$ cat config.mk
export PLATFORM = sky130hd
export DESIGN_NAME = uart_cmd_sched_flat
export DESIGN_NICKNAME = d
export VERILOG_FILES = /design/src/rtl/uart_cmd_pkg.sv /design/src/rtl/uart_cmd_sched_if.sv /design/src/rtl/uart_cmd_out_slot.sv /design/src/rtl/uart_cmd_sched.sv /design/src/flat_wrapper.sv
export SDC_FILE = /design/constraint.sdc
export NUM_CORES = 1
export LEC_CHECK = 0
export BUFFER_PORTS_ARGS = -buffer_cell sky130_fd_sc_hd__buf_2
export CAP_MARGIN = 40
export CORE_MARGIN = 5
export CORE_UTILIZATION = 48
export CTS_BUF_LIST = sky130_fd_sc_hd__clkbuf_2 sky130_fd_sc_hd__clkbuf_4 sky130_fd_sc_hd__clkbuf_8
export DETAILED_ROUTE_END_ITERATION = 10
export PLACE_DENSITY = 0.78
export SYNTH_ARGS = -nofsm -noshare
export SYNTH_HDL_FRONTEND = slang
export SYNTH_SLANG_ARGS = --single-unit
$ cat constraint.sdc
create_clock -name clk -period 1.9 [get_ports clk]
set_input_delay 0.38 -clock clk [delete_from_list [all_inputs] [get_ports clk]]
set_output_delay 0.38 -clock clk [all_outputs]
set_load 0.01 [all_outputs]
$ cat src/rtl/uart_cmd_pkg.sv
// Shared types and ASCII constants for the UART command scheduler.
// Frames are "!<T><d1><d0>"; T selects the MGU, GNU or both consumers.
package uart_cmd_pkg;

  typedef enum logic [2:0] {
    StIdle,
    StTgt,
    StDhi,
    StDlo,
    StXfer
  } state_e;

  typedef enum logic [1:0] {
    ErrOverrun  = 2'd0,
    ErrTimeout  = 2'd1,
    ErrBadTgt   = 2'd2,
    ErrBadDigit = 2'd3
  } err_code_e;

  typedef enum logic [1:0] {
    TgtM,
    TgtG,
    TgtB
  } target_e;

  localparam logic [7:0] CH_BANG = 8'h21;
  localparam logic [7:0] CH_M    = 8'h4D;
  localparam logic [7:0] CH_G    = 8'h47;
  localparam logic [7:0] CH_B    = 8'h42;
  localparam logic [7:0] CH_0    = 8'h30;
  localparam logic [7:0] CH_9    = 8'h39;

  function automatic logic is_digit(logic [7:0] b);
    return (b >= CH_0) && (b <= CH_9);
  endfunction

endpackage

$ cat src/rtl/uart_cmd_sched_if.sv
// Valid/ready command channels from the scheduler to the MGU and GNU consumers.
interface uart_cmd_sched_if;

  logic        mgu_valid;
  logic        mgu_ready;
  logic [15:0] mgu_data;
  logic        gnu_valid;
  logic        gnu_ready;
  logic [15:0] gnu_data;

  modport master (
    output mgu_valid, mgu_data, gnu_valid, gnu_data,
    input  mgu_ready, gnu_ready
  );

  modport slave (
    input  mgu_valid, mgu_data, gnu_valid, gnu_data,
    output mgu_ready, gnu_ready
  );

endinterface

$ cat src/rtl/uart_cmd_out_slot.sv
// One output channel: holds valid/data until handshake; done means nothing pending next cycle.
module uart_cmd_out_slot (
  input  logic        clk,
  input  logic        rst_n,
  input  logic        load,
  input  logic [15:0] load_data,
  input  logic        ready,
  output logic        valid,
  output logic [15:0] data,
  output logic        done
);

  logic        valid_q;
  logic [15:0] data_q;

  always_ff @(posedge clk or negedge rst_n) begin
    if (!rst_n) begin
      valid_q <= 1'b0;
      data_q  <= '0;
    end else if (load) begin
      valid_q <= 1'b1;
      data_q  <= load_data;
    end else if (valid_q && ready) begin
      valid_q <= 1'b0;
    end
  end

  assign valid = valid_q;
  assign data  = data_q;
  assign done  = !valid_q || ready;

endmodule

$ cat src/rtl/uart_cmd_sched.sv
// Parses "!<T><d1><d0>" frames from the UART receiver and delivers 16-bit commands.
// Define UART_CMD_TIMEOUT_EN to build the inter-byte timeout counter and TIMEOUT error.
module uart_cmd_sched
  import uart_cmd_pkg::*;
#(
  parameter int unsigned TIMEOUT_CLKS = 17360,
  parameter int unsigned ERR_CNT_W    = 8
) (
  input  logic                 clk,
  input  logic                 rst_n,
  input  logic                 rx_dv,
  input  logic [7:0]           rx_byte,
  uart_cmd_sched_if.master     cmd,
  output logic                 busy,
  output logic                 err_pulse,
  output logic [1:0]           err_code,
  output logic [ERR_CNT_W-1:0] err_cnt
);

  state_e         state_q, state_d;
  target_e        tgt_q, tgt_d;
  logic [3:0]     hi_q, hi_d;
  logic           load;
  logic [15:0]    cmd_word;
  logic           err_valid;
  err_code_e      err_sel;
  logic           mgu_done, gnu_done;

  err_code_e              err_code_q;
  logic                   err_pulse_q;
  logic [ERR_CNT_W-1:0]   err_cnt_q;

`ifdef UART_CMD_TIMEOUT_EN
  localparam int unsigned CntW = $clog2(TIMEOUT_CLKS + 1);

  logic [CntW-1:0] tmo_cnt_q, tmo_cnt_d;
  logic            parsing;
  logic            tmo_hit;

  assign parsing = state_q inside {StTgt, StDhi, StDlo};
  // A byte arriving on the expiry cycle wins over the timeout.
  assign tmo_hit   = parsing && !rx_dv && (tmo_cnt_q == CntW'(TIMEOUT_CLKS - 1));
  assign tmo_cnt_d = (rx_dv || !parsing || tmo_hit) ? '0 : tmo_cnt_q + CntW'(1);

  always_ff @(posedge clk or negedge rst_n) begin
    if (!rst_n) begin
      tmo_cnt_q <= '0;
    end else begin
      tmo_cnt_q <= tmo_cnt_d;
    end
  end
`else
  logic unused_timeout_clks;
  assign unused_timeout_clks = ^TIMEOUT_CLKS;
`endif

  assign cmd_word = {4'h0, hi_q, 4'h0, 4'(rx_byte - CH_0)};

  always_comb begin
    state_d   = state_q;
    tgt_d     = tgt_q;
    hi_d      = hi_q;
    load      = 1'b0;
    err_valid = 1'b0;
    err_sel   = ErrOverrun;

    unique case (state_q)
      StIdle: begin
        if (rx_dv && (rx_byte == CH_BANG)) state_d = StTgt;
      end
      StTgt: begin
        if (rx_dv) begin
          if (rx_byte == CH_M) begin
            tgt_d   = TgtM;
            state_d = StDhi;
          end else if (rx_byte == CH_G) begin
            tgt_d   = TgtG;
            state_d = StDhi;
          end else if (rx_byte == CH_B) begin
            tgt_d   = TgtB;
            state_d = StDhi;
          end else if (rx_byte != CH_BANG) begin
            err_valid = 1'b1;
            err_sel   = ErrBadTgt;
            state_d   = StIdle;
          end
        end
      end
      StDhi, StDlo: begin
        if (rx_dv) begin
          if (is_digit(rx_byte)) begin
            if (state_q == StDhi) begin
              hi_d    = 4'(rx_byte - CH_0);
              state_d = StDlo;
            end else begin
              load    = 1'b1;
              state_d = StXfer;
            end
          end else if (rx_byte == CH_BANG) begin
            state_d = StTgt;
          end else begin
            err_valid = 1'b1;
            err_sel   = ErrBadDigit;
            state_d   = StIdle;
          end
        end
      end
      StXfer: begin
        // Bytes are dropped while delivering, even on the completing cycle.
        if (rx_dv) begin
          err_valid = 1'b1;
          err_sel   = ErrOverrun;
        end
        if (mgu_done && gnu_done) state_d = StIdle;
      end
      default: state_d = StIdle;
    endcase

`ifdef UART_CMD_TIMEOUT_EN
    if (tmo_hit) begin
      err_valid = 1'b1;
      err_sel   = ErrTimeout;
      state_d   = StIdle;
    end
`endif
  end

  always_ff @(posedge clk or negedge rst_n) begin
    if (!rst_n) begin
      state_q <= StIdle;
      tgt_q   <= TgtM;
      hi_q    <= '0;
    end else begin
      state_q <= state_d;
      tgt_q   <= tgt_d;
      hi_q    <= hi_d;
    end
  end

  always_ff @(posedge clk or negedge rst_n) begin
    if (!rst_n) begin
      err_pulse_q <= 1'b0;
      err_code_q  <= ErrOverrun;
      err_cnt_q   <= '0;
    end else begin
      err_pulse_q <= err_valid;
      if (err_valid) begin
        err_code_q <= err_sel;
        if (err_cnt_q != '1) err_cnt_q <= err_cnt_q + ERR_CNT_W'(1);
      end
    end
  end

  uart_cmd_out_slot u_mgu_slot (
    .clk       (clk),
    .rst_n     (rst_n),
    .load      (load && (tgt_q != TgtG)),
    .load_data (cmd_word),
    .ready     (cmd.mgu_ready),
    .valid     (cmd.mgu_valid),
    .data      (cmd.mgu_data),
    .done      (mgu_done)
  );

  uart_cmd_out_slot u_gnu_slot (
    .clk       (clk),
    .rst_n     (rst_n),
    .load      (load && (tgt_q != TgtM)),
    .load_data (cmd_word),
    .ready     (cmd.gnu_ready),
    .valid     (cmd.gnu_valid),
    .data      (cmd.gnu_data),
    .done      (gnu_done)
  );

  assign busy      = (state_q == StXfer);
  assign err_pulse = err_pulse_q;
  assign err_code  = err_code_q;
  assign err_cnt   = err_cnt_q;

endmodule

$ cat src/flat_wrapper.sv
// flat-port wrapper written by rule: the top's interface ports become plain ports
module uart_cmd_sched_flat import uart_cmd_pkg::*;
#(
  parameter int unsigned TIMEOUT_CLKS = 17360,
  parameter int unsigned ERR_CNT_W    = 8
)
  (clk, rst_n, rx_dv, rx_byte, busy, err_pulse, err_code, err_cnt, cmd_mgu_valid, cmd_mgu_data, cmd_gnu_valid, cmd_gnu_data, cmd_mgu_ready, cmd_gnu_ready);
  uart_cmd_sched_if cmd_i ();
  input  logic clk;
  input  logic rst_n;
  input  logic rx_dv;
  input  logic [7:0] rx_byte;
  output logic busy;
  output logic err_pulse;
  output logic [1:0] err_code;
  output logic [ERR_CNT_W-1:0] err_cnt;
  output wire logic [$bits(cmd_i.mgu_valid)-1:0] cmd_mgu_valid;
  output wire logic [$bits(cmd_i.mgu_data)-1:0] cmd_mgu_data;
  output wire logic [$bits(cmd_i.gnu_valid)-1:0] cmd_gnu_valid;
  output wire logic [$bits(cmd_i.gnu_data)-1:0] cmd_gnu_data;
  input wire logic [$bits(cmd_i.mgu_ready)-1:0] cmd_mgu_ready;
  input wire logic [$bits(cmd_i.gnu_ready)-1:0] cmd_gnu_ready;
  assign cmd_mgu_valid = cmd_i.mgu_valid;
  assign cmd_mgu_data = cmd_i.mgu_data;
  assign cmd_gnu_valid = cmd_i.gnu_valid;
  assign cmd_gnu_data = cmd_i.gnu_data;
  assign cmd_i.mgu_ready = cmd_mgu_ready;
  assign cmd_i.gnu_ready = cmd_gnu_ready;
  uart_cmd_sched #(.TIMEOUT_CLKS(TIMEOUT_CLKS), .ERR_CNT_W(ERR_CNT_W)) u_core (.clk(clk), .rst_n(rst_n), .rx_dv(rx_dv), .rx_byte(rx_byte), .cmd(cmd_i), .busy(busy), .err_pulse(err_pulse), .err_code(err_code), .err_cnt(err_cnt));
endmodule
### Word-level counts from Yosys, hierarchy flattened

Cells that the tools add are included.

* reduce and logical (&&, ||, !) cells: 21
* div/mod/pow operators: 0
* order comparisons: 2
* equal/unequal tests: 16
* multiplexer cells: 42
* bitwise operators: 0
* add/subtract/negate cells: 2
* shifts and indexed selects: 0
* multipliers: 0

Operator list (number)
* $mux W3: 10
* $eq A8 B7 Y1 const B: 3
* $mux W2: 11
* $mux W1: 18
* $pmux W3 S4: 1
* $add A8 B1 Y8 const B: 1
* $eq A8 B6 Y1 const B: 1
* $ge A8 B6 Y1 const B: 1
* $le A8 B6 Y1 const B: 1
* $ne A8 B6 Y1 const B: 1
* $ne A8 B8 Y1 const B: 1
* $logic_and A1 B1 Y1: 7
* $eq A3 B2 Y1 const B: 2
* $ne A2 B1 Y1 const B: 3
* $reduce_bool A2 Y1: 3
* $ne A5 B1 Y1 const B: 1
* $reduce_and A5 Y1: 1
* $ne A2 B2 Y1 const B: 2
* $pmux W2 S2: 1
* $reduce_and A4 Y1: 1
* $sub A4 B1 Y4 const B: 1
* $eq A3 B1 Y1 const B: 1
* $eq A3 B3 Y1 const B: 1
* $logic_not A3 Y1: 1
* other kinds (7): 9

* memories kept: 0
* output and inout port bits: 46
* bits in latches: 0
* bits in registers: 38
* bits in writable memories: 0
* input bits: 13
* ROM bits: 0
* word-level logic and storage cells: 93

### Logic depth before layout (Yosys ltp)

Gate-level depths: netlist of run 1.

* word-level depth: 8
* depth in mapped cells: 6

### Hierarchy

Synthesis of run 1 repeated with hierarchy kept, for this count alone.

* cells, all modules: 179
* area total of the unflattened synthesis: 2478.6 um^2

By module, submodules not included
* uart_cmd_out_slot: cells an instance 37, seq. area each 425.4 um^2, area an instance 683.2 um^2, instances 2
* uart_cmd_sched: cells an instance 105, seq. area each 500.5 um^2, area an instance 1112.3 um^2, instances 1

### Worst setup path after synthesis of run 1

Ideal clock, no wire load.

* kind: input -> register
* start: in rx_byte[1]
* end: reg u_core.u_mgu_slot.data_q[0], in the netlist u_core.u_mgu_slot.data[0]
* cell stages on the path: 6
* setup time: 0.125 ns
* path buffers: 1
* data required time: 1.775 ns
* path slack: -0.037 ns
* arrival: 1.812 ns
* path through: buf_2 > nor2_1 > o211ai_2 > or3_4 > a21oi_4 > mux2_2

* longest elaborated chain between the ends: 6

Ends and longest elaborated chain
* start, declared: line flat_wrapper.sv:12 `input logic [7:0] rx_byte;`
* $ge A8 B6 Y1 / $le A8 B6 Y1 (equally long branches): line uart_cmd_pkg.sv:34 `return (b >= CH_0) && (b <= CH_9);`
* $logic_and A1 B1 Y1 *: line uart_cmd_pkg.sv:34
* $mux W1 *: line uart_cmd_sched.sv:91 `if (is_digit(rx_byte)) begin`
* $mux W1 *: line uart_cmd_sched.sv:90 `if (rx_dv) begin`
* $mux W1 *: line uart_cmd_sched.sv:67 `unique case (state_q)`
* $logic_and A1 B1 Y1 *: line uart_cmd_sched.sv:157 `.load (load && (tgt_q != TgtG)),`
* end signal, assigned: line uart_cmd_out_slot.sv:22 `data_q <= load_data;`
* end, declared: line uart_cmd_out_slot.sv:14 `logic [15:0] data_q;`

Every way passes the cells marked *; elsewhere a longest branch is shown, timed or not.
A chain may end at the register's enable or synchronous reset.

### Worst setup path after layout of run 1

* start: reg u_core.state_q[2]
* end: reg u_core.err_cnt_q[1], in the netlist u_core.err_cnt[1]

* longest elaborated chain between the ends: 4

Ends and longest elaborated chain
* start, declared: line uart_cmd_sched.sv:20 `state_e state_q, state_d;`
* start signal, assigned: line uart_cmd_sched.sv:130 `state_q <= StIdle;`
* start signal, assigned: line uart_cmd_sched.sv:134 `state_q <= state_d;`
* $eq A3 B2 Y1: line uart_cmd_sched.sv:67
* $reduce_or A2 Y1: line uart_cmd_sched.sv:67
* $pmux W1 S3 *: line uart_cmd_sched.sv:67
* $reduce_and A2 Y1 (no line) *
* end signal, assigned: line uart_cmd_sched.sv:149 `if (err_cnt_q != '1) err_cnt_q <= err_cnt_q + ERR_CNT_W'(1);`
* end, declared: line uart_cmd_sched.sv:31 `logic [ERR_CNT_W-1:0] err_cnt_q;`

Marks and branches as above.

==> flow_summary.yaml, run 1 <==
timing:
  slew_viol_final: 0
  finalHoldViolCount: 0
  finalCriticalPeriod_ps: 1880
  fin_crit_sh_pct: 98.8
  skew_ps: 5.85
  max_freq_mhz: 533
  setup_violations: 0
  whs_ps: 123
floorplan:
  initial_utilization_pct: 49.8
  dieArea_um2: 5570
  fp-row-count: 23
  die_y_um: 74.6
  ios: 59
  die_x_um: 74.6
  core_um2: 4030
clock_network:
  clk_pin_slew_ps: 80
  clock_latency_ps: 290
  clock_sinks: 38
  clockBufferDepth: 2
  cts_made_buffers: 5
  htree_levels: 2
  root_buffer: "clkbuf_8"
  cts_tree: "built"
  cts_hold_buf: 0
worst_setup_path:
  start_kind: "flip-flop"
  critPathMaxFanout: 8
  r2r-start: "u_core.state_q[2]$_DFFE_PN0P_"
  r2r_cells: 6
  end_kind: "flip-flop"
  required_ps: 2080
  arrival_ps: 2060
  rrSetupSlack_ps: 20
  crit_type: "flip-flop to flip-flop"
  r2r_end: "u_core.err_cnt[1]$_DFFE_PN0P_"
global_route:
  grt-ovfl-total: 0
  grt_pass1_vias: 1531
  antenna_found_initial: 0
  grt_pass1_wl_um: 7090
  grt_max_degree: 39
  grt_use_total_pct: 16.7
finish:
  antenna_cells: 0
  final_cells: 305
  multi_input_area_um2: 987
  syn_to_final_growth_pct: 29.3
  final_common_cell: "buf_2"
  layout-drive-gt1-share_pct: 46.7
  final_cell_mix: "buf_2, dfrtp_1, buf_4"
  nets: 268
  fillers: 317
  layout.area.seq_um2: 951
worst_hold_path:
  holdCritPathClass: "input port to async pin"
synth:
  synth_ff_type: "dfrtp_1"
  yosysTopAreaCell: "dfrtp_1"
  synth_warnings: 0
  async_reset_ff_share_pct: 100
  synth.cell_area_um2: 2000
  ys_ff_latch: 38
  yosysUniqueCellTypes: 44
  syn_inst: 182
  yosysTopAreaCellShare_pct: 47.4
  avgSynthCellArea_um2: 11.0
  synth-edff-count: 0
  seq_area_frac_synth_pct: 47.4
  synth_area_leaders: "dfrtp_1, mux2_2, buf_4"
routing:
  first_pass_iters: 4
  detail_route.wl_per_cell_um: 14.5
  drt_iter0_markers: 91
  avgViaCountPerCell: 5.19
  ant_nets: 0
  wirelength_um: 4420
  via_count: 1583
  drc: 0
placed_design:
  dpl.hpwl_um: 3220
  portBuffers: 42
  dp.cells: 293
  place.gp.congestion: 0.831
flow_run:
  cap_violations: 0
outcome:
  outcome: "complete, no violations"
pwr:
  peakVddDrop_uv: 659
  leakagePower_nw: 1.34
  power.density_nw_per_um2: 758
  total_power_mw: 1.96
==> power breakdown <==
part / internal [mW] / total, mW / switching [mW]
combinational: 0.103 / 0.240 / 0.136
sequential: 0.846 / 0.900 / 0.0538
clock: 0.526 / 0.825 / 0.299
==> metal layers <==
layer  vias to the layer above  wire (um)  track usage (%)
met5                         -          0                0
met1                       770       1880             21.3
li1                        759          -                -
met3                         7        251             4.27
met2                        47       2210             27.6
met4                         0         68             5.73
==> what timing repair did <==
item | in CTS | in global routing
setup endpoints to repair | 8 | 18
buffers inserted | 2 | 2
pin swaps | 0 | 2
resized for setup | 0 | 10
==> layout make-up <==
type / count / share of cell area, %
clock inverters: 3 / 2.65
well taps: 50 / 2.41
clock buffers: 5 / 2.65
multi-input cells: 132 / 38.1
flip-flops and latches: 38 / 36.7
repair buffers: 71 / 16.7
inverters: 6 / 0.869
==> Yosys cell counts (all sizes together), types with 3 or more instances <==
master  instances
dfrtp          38
nand2b          4
nand3           5
xor2            7
o21ai           7
buf            20
nand2           7
mux2           22
nor3            9
inv             6
and3            3
nand4           7
a21oi           6
nor2            8
nor2b           5
==> cell families (layout without fill, tap and decap cells) <==
family / Yosys count / in the layout / share of synthesized area, %
compound gates: 24 / 24 / 8.93
xor+xnor: 9 / 9 / 3.93
fa+ha+maj: 1 / 1 / 0.624
buf+inv: 27 / 85 / 8.30
flops: 38 / 38 / 47.4
mux: 22 / 22 / 12.4
other cells: 1 / 16 / 0.187
simple gates: 60 / 60 / 18.2
==> registers in the layout, summed over array words and instances, names as in the netlist <==
register                 count
u_core.tgt_q                 2
u_core.u_mgu_slot.data       8
u_core.hi_q                  4
u_core.state_q               3
u_core.u_gnu_slot.valid      1
u_core.u_mgu_slot.valid      1
u_core.err_code              2
u_core.err_pulse             1
u_core.err_cnt               8
u_core.u_gnu_slot.data       8
==> worst max path at each step <==
| stage | startpoint | to | slack, ps | cells past startpoint |
|---|---|---|---|---|
| 2_1_floorplan | rx_byte[1] | u_core.u_mgu_slot.data[0]$_DFFE_PN0P_ | 10 | 6 |
| 3_3_place_gp | rx_byte[7] | u_core.u_mgu_slot.data[11]$_DFFE_PN0P_ | -130 | 6 |
| 3_5_place_dp | rx_byte[7] | u_core.u_mgu_slot.data[0]$_DFFE_PN0P_ | -170 | 6 |
| 6_report | u_core.state_q[2]$_DFFE_PN0P_ | u_core.err_cnt[1]$_DFFE_PN0P_ | 20 | 6 |
| 5_1_grt | u_core.state_q[2]$_DFFE_PN0P_ | u_core.err_cnt[1]$_DFFE_PN0P_ | -50 | 6 |
| 4_1_cts | u_core.state_q[2]$_DFFE_PN0P_ | u_core.u_gnu_slot.data[10]$_DFFE_PN0P_ | 20 | 5 |
==> critical path, cell delays in order (launching register included) <==
cell	delay, ps
dfrtp_1	400
or3b_4	410
nand3_1	110
o221ai_2	120
buf_6	150
nor3b_4	220
mux2_2	350
==> through the flow <==
stage / setup slack [ps] / TNS, ps / instance area [um2] / util, %
2_1_floorplan: 13.2 / 0 / 2060 / -
3_3_place_gp: -135 / -1870 / 2380 / 59.1
3_5_place_dp: -166 / -2190 / 2380 / 59.1
4_1_cts: 15.3 / 0 / 2530 / 62.9
5_1_grt: -54.6 / -54.6 / 2590 / 64.3
6_report: 23.1 / 0 / 2590 / 64.3
No activity file was read; power rests on OpenSTA's default activity.
==> inputs of run 2 (changes only) <==
Settings changed: CORE_UTILIZATION 48 to 50, SYNTH_HIERARCHICAL from default to 1.
==> run 2 against run 1 <==
Global-route usage grew 0.71 points. First-iteration DRC count grew 1.1%. Clock skew grew 8.6 ps. Hold slack lost 79 ps. Design area grew 21%. Critical path depth grew 2. Sequential share of layout area grew 6.2 points. Total power grew 12%. Routed wire length grew 18%. Clock-buffer cell count is the same. Register-to-register slack gained 120 ps. Largest cell class is now flip-flops and latches. Largest power group unchanged.
==> flow_summary.yaml, run 2 <==
outcome:
  outcome: "complete, no violations"
floorplan:
  die_y_um: 80.4
  dieArea_um2: 6460
  die_x_um: 80.4
  initial_utilization_pct: 52.1
  core_um2: 4750
  fp-row-count: 25
  ios: 59
placed_design:
  place_area_um2: 3070
  dpl.hpwl_um: 3970
  place.gp.congestion: 0.818
  place_ws_ps: -197
  portBuffers: 58
pwr:
  seqPwrFrac_pct: 57.9
  combPwrFrac_pct: 13.9
  power.density_nw_per_um2: 699
  sw_frac_of_total_pct: 27.3
  leakagePower_nw: 1.71
  intPower_mw: 1.60
  p_switching_mw: 0.601
  peakVddDrop_uv: 403
  clkPwrFrac_pct: 28.2
routing:
  avgViaCountPerCell: 4.91
  drc: 0
  wirelength_um: 5190
  detail_route.wl_per_cell_um: 15.0
  ant_nets: 0
  first_pass_iters: 4
  via_count: 1705
  drt_iter0_markers: 92
synth:
  ys_ff_latch: 54
  synth_ff_type: "dfrtp_1"
  avgSynthCellArea_um2: 13.8
  yosysUniqueCellTypes: 40
  synth.cell_area_um2: 2480
  seq_area_frac_synth_pct: 54.5
  yosysTopAreaCellShare_pct: 54.5
  syn_inst: 179
  synth_xor_area_share_pct: 2.47
  synth-edff-count: 0
  async_reset_ff_share_pct: 100
  synth_area_leaders: "dfrtp_1, mux2_4, mux2_2"
  yosysTopAreaCell: "dfrtp_1"
  synth-compound-area-share_pct: 5.10
  ys_top_cells_by_count: "dfrtp_1, mux2_2, mux2_4, nand2_1"
  synth_top_family_by_area: "multiplexers"
  synth.most_common_cell: "dfrtp_1"
  muxShareOfSynthArea_pct: 20.1
  yosys.area_share.simple_pct: 14.1
  synth_fa_ha_area_share_pct: 0.505
  synth_warnings: 6
finish:
  antenna_cells: 0
  multi_input_area_um2: 1120
  postLayoutCellArea_um2: 3150
  final_common_cell: "buf_2"
  final_cell_mix: "buf_2, dfrtp_1, buf_4"
  nets: 294
  layout-drive-gt1-share_pct: 50.4
  syn_to_final_growth_pct: 27.0
  final_util_pct: 66.2
  fillers: 381
  layout.area.seq_um2: 1350
timing:
  finalCriticalPeriod_ps: 1770
  slew_viol_final: 0
  skew_ps: 14.4
  setup_violations: 0
  max_freq_mhz: 565
  worst_slew_pin_slew_ps: 539
  setup_ws_ps: 130
  finalHoldViolCount: 0
  grt_setup_unrepaired: "no"
  max-slew-margin-rel_pct: 64.1
  fin_crit_sh_pct: 93.2
clock_network:
  cts_hold_buf: 0
  cts_made_buffers: 5
  clock_latency_ps: 310
  clock_sinks: 54
  cts_setup_buffers: 0
  root_buffer: "clkbuf_8"
  clk_pin_slew_ps: 90
  clockBufferDepth: 2
  cts_resized: 0
  cts_tree: "built"
  htree_levels: 2
global_route:
  grt_pass1_wl_um: 8640
  grt_pass1_vias: 1802
  antenna_found_initial: 0
  grt-ovfl-total: 0
  grt_max_degree: 33
  grt_use_total_pct: 17.4
worst_setup_path:
  critPathMaxFanout: 10
  r2r_cells: 7
  crit_type: "input port to flip-flop"
  required_ps: 2090
  rrSetupSlack_ps: 140
  worstPathCellList: "buf_2 > o21ai_0 > nand3_1 > inv_1 > nand4_1 > nor2_2 > buf_4 > mux2_4"
  r2r-start: "u_core/state_q[1]$_DFFE_PN0P_"
  cp_top_family: "simple AND/OR/NAND/NOR gates"
  critPathBufInv: 3
  slowest_delay_ps: 320
  arrival_ps: 1960
  start_kind: "input port"
  end_kind: "flip-flop"
  r2r_end: "u_core/err_cnt[5]$_DFFE_PN0P_"
  crit_slowest_cell: "mux2_4"
flow_run:
  cap_violations: 0
worst_hold_path:
  holdCritPathClass: "input port to async pin"
-- run 2: cell count changes in the layout (fill, tap and decap cells not counted), sizes merged, moves of 4 or more --
cell,change
mux2,+16
dfrtp,+16
nand4,-4
nor2b,-4
nand2,+5
buf,+12
-- run 2: layout make-up --
cell class | instances | area share, %
Sequential cell | 54 | 42.9
Timing Repair Buffer | 83 | 16.0
Clock buffer | 5 | 2.19
Multi-Input combinational cell | 133 | 35.5
Tap cell | 67 | 2.66
Clock inverter | 2 | 0.437
Inverter | 3 | 0.358
-- run 2: worst max-delay path by stage --
| stage | start | to | slack [ps] | cells after the start |
|---|---|---|---|---|
| after global placement | rx_byte[7] | u_core/u_gnu_slot/data[6]$_DFFE_PN0P_ | -80 | 8 |
| after floorplan | rx_byte[7] | u_core/u_mgu_slot/data[10]$_DFFE_PN0P_ | 40 | 8 |
| after global routing | rx_byte[2] | u_core/u_mgu_slot/data[14]$_DFFE_PN0P_ | 7 | 8 |
| after CTS | rx_byte[2] | u_core/u_gnu_slot/data[2]$_DFFE_PN0P_ | 130 | 8 |
| final | rx_byte[2] | u_core/u_gnu_slot/data[2]$_DFFE_PN0P_ | 130 | 8 |
| after detailed placement | rx_byte[2] | u_core/u_gnu_slot/data[3]$_DFFE_PN0P_ | -200 | 8 |
-- run 2: cells by family after synthesis --
group	count (synthesis)
adder cells (fa/ha/maj)	1
XOR/XNOR	7
AO/OA/AOI/OAI	17
flip-flops	54
multiplexers	38
AND/OR/NAND/NOR	54
other	1
buffers and inverters	7
-- run 2: power by group through the flow --
stage	Clock [mW]	Combinational [mW]	Sequential [mW]
after floorplan	0	0.125	1.31
after global placement	0	0.295	1.29
after detailed placement	0	0.308	1.30
after CTS	0.645	0.309	1.27
after global routing	0.684	0.340	1.29
final	0.621	0.305	1.27
-- run 2: per-stage QoR --
stage	hold slack (ps)	std cells	setup TNS, ps	total power, mW
2_1_floorplan	84.4	194	0	1.43
4_1_cts	65.2	347	0	2.23
6_report	44.5	347	0	2.20
5_1_grt	92.8	347	0	2.31
3_3_place_gp	396	340	-2040	1.59
3_5_place_dp	402	340	-5570	1.60
-- run 2: worst reg2reg max path, cell delays in order, from the launching register on --
cell and delay, ps:
dfrtp_1 450, nand2b_1 230, a21oi_1 150, buf_4 140, a211oi_4 60, buf_4 160
nor4_1 330, xor2_1 170
-- run 2: metal layers --
layer / part of all wire, % / global-route usage [%] / vias up
li1: - / - / 830
met1: 44 / 22.1 / 833
met2: 50 / 28.6 / 38
met3: 5.5 / 4.26 / 4
met4: 0.56 / 6.42 / 0
met5: 0 / 0 / -
==> inputs of run 3 (changes only) <==
Settings changed: ABC_AREA from default to 1, CORE_UTILIZATION 50 to 51, PLACE_DENSITY 0.78 to 0.79.
==> run 3 against run 2 <==
Final cell count grew 30%. Worst setup slack lost 29 ps. Clock skew is 9.1 ps lower. Total power is 17% higher. Utilization fell by 1.1 points. Hold slack better by 14 ps. Clock power is 24% higher. Maximum frequency down 1.6%. Sequential power about the same. Sequential cell count unchanged. Routed wire length up 0.50%. Die area rose by 1.1%.
==> flow_summary.yaml, run 3 <==
outcome:
  outcome: "complete, no violations"
global_route:
  grt_use_total_pct: 17.6
  antenna_found_initial: 0
  grt-ovfl-total: 0
  grt_max_degree: 55
  grt_pass1_wl_um: 9070
  grt_pass1_vias: 2040
pwr:
  leakagePower_nw: 1.87
  clkPwrFrac_pct: 29.9
  intPower_mw: 1.84
  combPwrFrac_pct: 19.5
  sw_frac_of_total_pct: 28.5
  total_power_mw: 2.57
  seqPwrFrac_pct: 50.6
  p_switching_mw: 0.733
  peakVddDrop_uv: 538
  power.density_nw_per_um2: 825
synth:
  synth_warnings: 6
  yosys.area_share.simple_pct: 31.6
  yosysUniqueCellTypes: 34
  synth_xor_area_share_pct: 2.05
  muxShareOfSynthArea_pct: 0
  synth-edff-count: 0
  synth_top_family_by_area: "simple AND/OR/NAND/NOR gates"
  synth_area_leaders: "dfrtp_1, nand2_1, inv_1"
  ys_top_cells_by_count: "nand2_1, dfrtp_1, inv_1, nand2_2, nor2_1"
  syn_inst: 302
  ys_ff_latch: 54
  synth.cell_area_um2: 2560
  seq_area_frac_synth_pct: 52.8
  synth.most_common_cell: "nand2_1"
  synth_ff_type: "dfrtp_1"
  synth-compound-area-share_pct: 4.89
  yosysTopAreaCellShare_pct: 52.8
  async_reset_ff_share_pct: 100
  yosysTopAreaCell: "dfrtp_1"
  synth_fa_ha_area_share_pct: 0.489
  avgSynthCellArea_um2: 8.47
worst_setup_path:
  critPathMaxFanout: 4
  start_kind: "flip-flop"
  setup.worst_path.start: "u_core/state_q[2]$_DFFE_PN0P_"
  r2r_cells: 9
  arrival_ps: 1420
  r2r_end: "u_core/u_mgu_slot/data[8]$_DFFE_PN0P_"
  rrSetupSlack_ps: 270
  end_kind: "output pin"
  crit_end: "busy"
  required_ps: 1520
  crit_type: "flip-flop to output pin"
  r2r-start: "u_core/state_q[1]$_DFFE_PN0P_"
timing:
  setup_violations: 0
  fin_crit_sh_pct: 94.7
  finalHoldViolCount: 0
  setup_ws_ps: 101
  slew_viol_final: 0
  finalCriticalPeriod_ps: 1800
  max_freq_mhz: 556
  skew_ps: 5.36
  grt_setup_unrepaired: "no"
  whs_ps: 59.0
finish:
  final_cells: 452
  antenna_cells: 0
  layout-drive-gt1-share_pct: 26.5
  nets: 398
  postLayoutCellArea_um2: 3120
  final_common_cell: "nand2_1"
  final_cell_mix: "nand2_1, buf_2, dfrtp_1"
  syn_to_final_growth_pct: 21.8
floorplan:
  initial_utilization_pct: 53.5
  die_x_um: 80.8
  ios: 59
  fp-row-count: 25
  core_um2: 4790
  die_y_um: 80.8
  dieArea_um2: 6530
placed_design:
  dpl.hpwl_um: 3910
  portBuffers: 58
  place.gp.congestion: 0.893
  place_area_um2: 3000
  dp.cells: 444
  place_ws_ps: -91.3
routing:
  wirelength_um: 5220
  drt_iter0_markers: 97
  ant_nets: 0
  avgViaCountPerCell: 4.65
  first_pass_iters: 4
  via_count: 2100
  detail_route.wl_per_cell_um: 11.5
  drc: 0
clock_network:
  cts_hold_buf: 0
  cts_made_buffers: 5
  cts_tree: "built"
  htree_levels: 2
  cts_resized: 0
  clk_pin_slew_ps: 90
  clock_latency_ps: 300
  cts_setup_buffers: 0
  clock_sinks: 54
  root_buffer: "clkbuf_8"
  clockBufferDepth: 2
worst_hold_path:
  holdCritPathClass: "input port to async pin"
flow_run:
  cap_violations: 0
run 3: worst min-delay path by stage:
stage                      from                                      to  slack (ps)
final                     rst_n   u_core/u_gnu_slot/data[4]$_DFFE_PN0P_          60
after global routing      rst_n   u_core/u_gnu_slot/data[4]$_DFFE_PN0P_          80
after CTS                 rst_n  u_core/u_gnu_slot/data[13]$_DFFE_PN0P_          70
after detailed placement  rst_n   u_core/u_gnu_slot/data[4]$_DFFE_PN0P_         400
after global placement    rst_n   u_core/u_gnu_slot/data[4]$_DFFE_PN0P_         400
after floorplan           rst_n           u_core/err_cnt[0]$_DFFE_PN0P_          80
run 3: critical path: stages (launching register included):
cell and delay [ps]:
dfrtp_1 490, inv_2 40, nor3_1 360, buf_2 220
run 3: area by class of cell:
class                      count  area, um2
sequential                    54       1350
fill                         429       1670
clock inverter                 1       30.0
tap                           67       83.8
clock buffer                   7       83.8
inverter                      26        113
timing repair buffer          68        390
multi-input combinational    229       1060
run 3: logic make-up (layout without fill, tap and decap cells):
kind of cell    count (synthesis)  count (layout)
compound gates                 21              21
xor+xnor                        6               6
fa+ha+maj                       1               1
buf+inv                        34             102
flops                          54              54
other cells                     1              16
simple gates                  185             185
run 3: stage by stage:
step	setup TNS (ps)	utilization, %
after floorplan	0	-
after global placement	-439	62.7
after detailed placement	-2380	62.7
after CTS	0	65.1
after global routing	0	65.1
final	0	65.1
run 3: per-layer routing:
metal	track usage, %	part of all wire (%)	up-vias
met4	6.08	1.3	0
met2	28.7	47	50
li1	-	-	1091
met3	4.21	6.5	5
met1	22.9	45	954
met5	0	0	-
run 3: power by group through the flow:
stage | Combinational, mW | Clock (mW) | Sequential [mW]
floorplan | 0.294 | 0 | 1.34
global placement | 0.487 | 0 | 1.32
detailed placement | 0.504 | 0 | 1.32
CTS | 0.508 | 0.795 | 1.30
global route | 0.564 | 0.843 | 1.32
finish | 0.501 | 0.767 | 1.30
